`src/rtl/regfile_write_arbiter.sv`:
```
// Write-port sequencer for the 16x32 register file: round-robin arbitration of two
// writeback ports, a registered write stage, and a per-register pending-write scoreboard.
module regfile_write_arbiter #(
  parameter int WORDS        = 16,
  parameter int BITS         = 32,
  parameter int ADDRESS_BITS = $clog2(WORDS)
) (
  input  logic                    clk,
  input  logic                    clr,
  input  logic                    req0_valid,
  input  logic [ADDRESS_BITS-1:0] req0_addr,
  input  logic [BITS-1:0]         req0_data,
  output logic                    req0_ready,
  input  logic                    req1_valid,
  input  logic [ADDRESS_BITS-1:0] req1_addr,
  input  logic [BITS-1:0]         req1_data,
  output logic                    req1_ready,
  input  logic                    rsv_valid,
  input  logic [ADDRESS_BITS-1:0] rsv_addr,
  input  logic [ADDRESS_BITS-1:0] chk_addr_a,
  input  logic [ADDRESS_BITS-1:0] chk_addr_b,
  output logic                    busy_a,
  output logic                    busy_b,
  output logic [BITS-1:0]         rf_data_in,
  output logic [ADDRESS_BITS-1:0] rf_addr_in,
  output logic                    grant_id
);

  // tie_q=1 means port 1 wins the next tie (port 0 was granted most recently)
  logic                    tie_q, tie_d;
  logic [WORDS-1:0]        busy_q, busy_d;
  logic [ADDRESS_BITS-1:0] addr_q, addr_d;
  logic [BITS-1:0]         data_q, data_d;
  logic                    grant_q, grant_d;

  assign req0_ready = req0_valid && (!req1_valid || !tie_q);
  assign req1_ready = req1_valid && (!req0_valid || tie_q);

  assign busy_a     = busy_q[chk_addr_a];
  assign busy_b     = busy_q[chk_addr_b];
  assign rf_addr_in = addr_q;
  assign rf_data_in = data_q;
  assign grant_id   = grant_q;

  always_comb begin
    tie_d   = tie_q;
    addr_d  = '0;
    data_d  = data_q;
    grant_d = grant_q;
    if (req0_ready) begin
      addr_d  = req0_addr;
      data_d  = req0_data;
      grant_d = 1'b0;
      tie_d   = 1'b1;
    end else if (req1_ready) begin
      addr_d  = req1_addr;
      data_d  = req1_data;
      grant_d = 1'b1;
      tie_d   = 1'b0;
    end
  end

  // Commit clears before reserve sets, so a same-edge reservation stays pending
  always_comb begin
    busy_d = busy_q;
    for (int i = 1; i < WORDS; i++) begin
      if (addr_q == ADDRESS_BITS'(i))
        busy_d[i] = 1'b0;
      if (rsv_valid && rsv_addr == ADDRESS_BITS'(i))
        busy_d[i] = 1'b1;
    end
    busy_d[0] = 1'b0;
  end

  always_ff @(posedge clk) begin
    if (!clr) begin
      tie_q   <= 1'b0;
      busy_q  <= '0;
      addr_q  <= '0;
      data_q  <= '0;
      grant_q <= 1'b0;
    end else begin
      tie_q   <= tie_d;
      busy_q  <= busy_d;
      addr_q  <= addr_d;
      data_q  <= data_d;
      grant_q <= grant_d;
    end
  end

endmodule
```
`config.mk`:
```
export PLATFORM = sky130hd
export DESIGN_NAME = regfile_write_arbiter
export DESIGN_NICKNAME = d
export VERILOG_FILES = /design/src/rtl/regfile_write_arbiter.sv
export SDC_FILE = /design/constraint.sdc
export NUM_CORES = 1
export LEC_CHECK = 0
export CORE_MARGIN = 2
export CORE_UTILIZATION = 43
export DETAILED_ROUTE_END_ITERATION = 12
export HOLD_SLACK_MARGIN = 0.15
export PLACE_DENSITY = 0.85
export SETUP_SLACK_MARGIN = 0.1
export SYNTH_ARGS = -nofsm -noshare
export SYNTH_HDL_FRONTEND = slang
export SYNTH_SLANG_ARGS = --single-unit
```
`constraint.sdc`:
```
create_clock -name clk -period 2.9 [get_ports clk]
set_input_delay 0.29 -clock clk [delete_from_list [all_inputs] [get_ports clk]]
set_output_delay 0.29 -clock clk [all_outputs]
set_load 0.01 [all_outputs]
```
==> impl_metrics.csv <==
group,metric,value,unit
outcome,outcome,"finished clean",
setup_path,crit_top_cell,"clkdlybuf4s50_1",
finish,drive_gt1_share,5.316,%
yosys,synth_top_cells_by_area,"dfxtp_1, mux2i_1, a211oi_1",
cts,htreeDepth,2,
setup_path,cp_max_fo,6,
power_and_ir_drop,internal_power,1.199,mW
drt,firstDrtPassIters,4,
yosys,synthesis.area,2576,µm²
setup_path,crit_path_start_kind,"input port",
yosys,synth_largest_area_cell,"dfxtp_1",
global_routing,grt_antenna_before_repair,0,
power_and_ir_drop,p_per_area,413.4,nW/µm²
yosys,synth_most_common_cell,"dfxtp_1",
cts,cts_made_buffers,5,
setup_path,end_kind,"primary output",
power_and_ir_drop,vdd_drop_max,0.0002137,V
timing,min_period,2484,ps
power_and_ir_drop,combPwrFrac,25.2,%
timing,hold_ws,500.7,ps
drt,vias_per_cell,5.243,
die,die_h,81.40,µm
timing,finalSetupViolCount,0,
power_and_ir_drop,p_leak,1.509,nW
job,maxCapViolations,0,
drt,num_vias,2464,
drt,wl_per_cell,14.32,µm
yosys,syn_avg_cell_area,9.471,µm²
setup_path,slowest_delay,650,ps
timing,slew_headroom,61.70,%
global_routing,grt_pass1_wl,10490,µm
cts,clockBufferDepth,2,
yosys,syn_nets,361,
setup_path,crit_buf_inv,2,
power_and_ir_drop,power_switching,0.4346,mW
timing,clock-skew-final,8.387,ps
setup_path,path_class,"in -> out",
yosys,ys_types,34,
cts,worstSkewPairLatency,300,ps
hold_path,hold_path_class,"reg -> reg",
drt,ant_nets,0,
finish,diodes,0,
timing,rsz0062_at_grt,"false",
cts,clockRootBuffer,"clkbuf_8",
cts,holdBufCountCts,0,
cts,cts.reportedPaths.clkPinSlew,100,ps
drt,drt_iter0_markers,59,
die,rows,28,
placed_design,place.gp.congestion,0.8777,
placed_design,port_buffers,129,
yosys,ys_seq_area_share,41.19,%
die,die_w,81.40,µm
drt,drc_errors,0,
finish,finalNetCount,483,
setup_path,path_cells,"clkdlybuf4s50_1 -> mux4_2 -> o22ai_1 -> a31oi_1 -> clkdlybuf4s50_1",
yosys,synthCells,272,
die,start_util,44.03,%
cts,cts.sinks,53,
finish,areaGrowthSynthToFinish,53.42,%
cts,cts_tree,"done",
yosys,synth-edff-count,0,
global_routing,grt.total_usage,20.45,%
timing,hold_viol,0,
yosys,yosysTopAreaCellShare,41.19,%
timing,max_slew.worst_pin.slew,574.5,ps
yosys,synthArstFlopShare,0,%
power_and_ir_drop,p_clk_share,25.4,%
global_routing,grt_max_degree,65,
yosys,ys_seq_elements,53,
setup_path,crit_slowest_cell,"clkdlybuf4s50_1",
yosys,yosysWarnings,0,
timing,slew_violations,0,
setup_path,critical_path_arrival,2190,ps
yosys,ys.flop_type,"dfxtp_1",
setup_path,critPathTopFamily,"buffers and inverters",
placed_design,hpwl,5310,µm
global_routing,grt_pass1_vias,2304,
setup_path,worstPathRequired,2610,ps
power_and_ir_drop,sw_frac_of_total,26.60,%
timing,fmax,0.4025,GHz
cts,post_cts_buffers,0,
cts,cts-resized-gates,0,
die,ioPinCount,130,
die,core-area,5851,µm²
power_and_ir_drop,seq_power_share,49.4,%
timing,fin_setup_tns,0,ps
global_routing,overflow,0,
timing,final_min_period_over_clock_period,85.67,%
die,dieArea,6626,µm²
drt,wirelength,6731,µm
yosys,ys_top_cells_by_count,"dfxtp_1, nor2_1, mux2i_1, a211oi_1, a21oi_1",
==> registers in the layout, indices dropped and copies added (netlist names) <==
| register | cells |
|---|---|
| busy_q | 15 |
| grant_id | 1 |
| rf_addr_in | 4 |
| rf_data_in | 32 |
| tie_q | 1 |
==> metrics by stage <==
step / power, mW / instances / cell area (µm²) / util (%) / setup slack (ps)
finish: 1.634 / 470 / 3953 / 67.56 / 415.7
global placement: 1.231 / 462 / 3862 / 66.02 / 442.7
detailed placement: 1.239 / 462 / 3862 / 66.02 / 419.2
global route: 1.719 / 470 / 3953 / 67.56 / 346.2
floorplan: 0.9986 / 272 / 2576 / - / 1417
CTS: 1.652 / 470 / 3953 / 67.56 / 415.9
==> path summary, 6_finish.rpt <==
kind	from	to	slack (ps)	depth (start not counted)
hold / removal	rf_data_in[11]	rf_data_in[11]	500	2
setup / recovery	chk_addr_a[2]	busy_a	420	5
hold reg to reg	rf_data_in[11]	rf_data_in[11]	500	2
setup reg to reg	tie_q	rf_data_in[2]	1350	4
==> tightest hold or removal path, cell delays in order (launching register included) <==
cell	delay, ps
dfxtp_1	320
nor2_1	90
a211oi_1	50
==> power by group through the flow <==
stage               clock network, mW  logic (mW)  registers [mW]
global route                    0.458       0.446           0.814
global placement                    0       0.409           0.822
floorplan                           0       0.160           0.838
CTS                             0.428       0.417           0.807
detailed placement                  0       0.415           0.824
finish                          0.415       0.412           0.807
==> metal layers <==
metal | up-vias | wire (µm) | GRT usage, %
met4 | 0 | 26 | 4.407
met1 | 1112 | 2619 | 22.16
met3 | 2 | 603 | 8.222
met5 | - | 0 | 0
li1 | 1250 | - | -
met2 | 100 | 3481 | 37.21
==> cell families after synthesis <==
logic type | after synthesis | share of synthesized area (%)
AND/OR/NAND/NOR | 78 | 14.38
AO/OA/AOI/OAI | 78 | 20.35
flip-flops | 53 | 41.19
buffers and inverters | 21 | 5.731
multiplexers | 42 | 18.36
==> cell type report <==
class / instances / area, µm²
flip-flops and latches: 53 / 1061
multi-input cells: 198 / 1375
fillers: 473 / 1898
repair buffers: 133 / 1321
well taps: 75 / 93.84
inverters: 3 / 11.26
clock buffers: 5 / 68.82
clock inverters: 3 / 21.27
==> layout by cell type, fill, tap and decap left out, types with 5 or more instances in the layout <==
cell             synthesis  final
a211oi_1                32     32
a21oi_1                 16     16
clkbuf_8                 0      5
clkdlybuf4s50_1          0    129
dfxtp_1                 53     53
mux2i_1                 36     36
nand2_1                 15     15
nand2b_1                10     10
nor2_1                  37     37
o21ai_0                 10     10
o31ai_1                  6      6
Power figures use the tool's default switching activity.
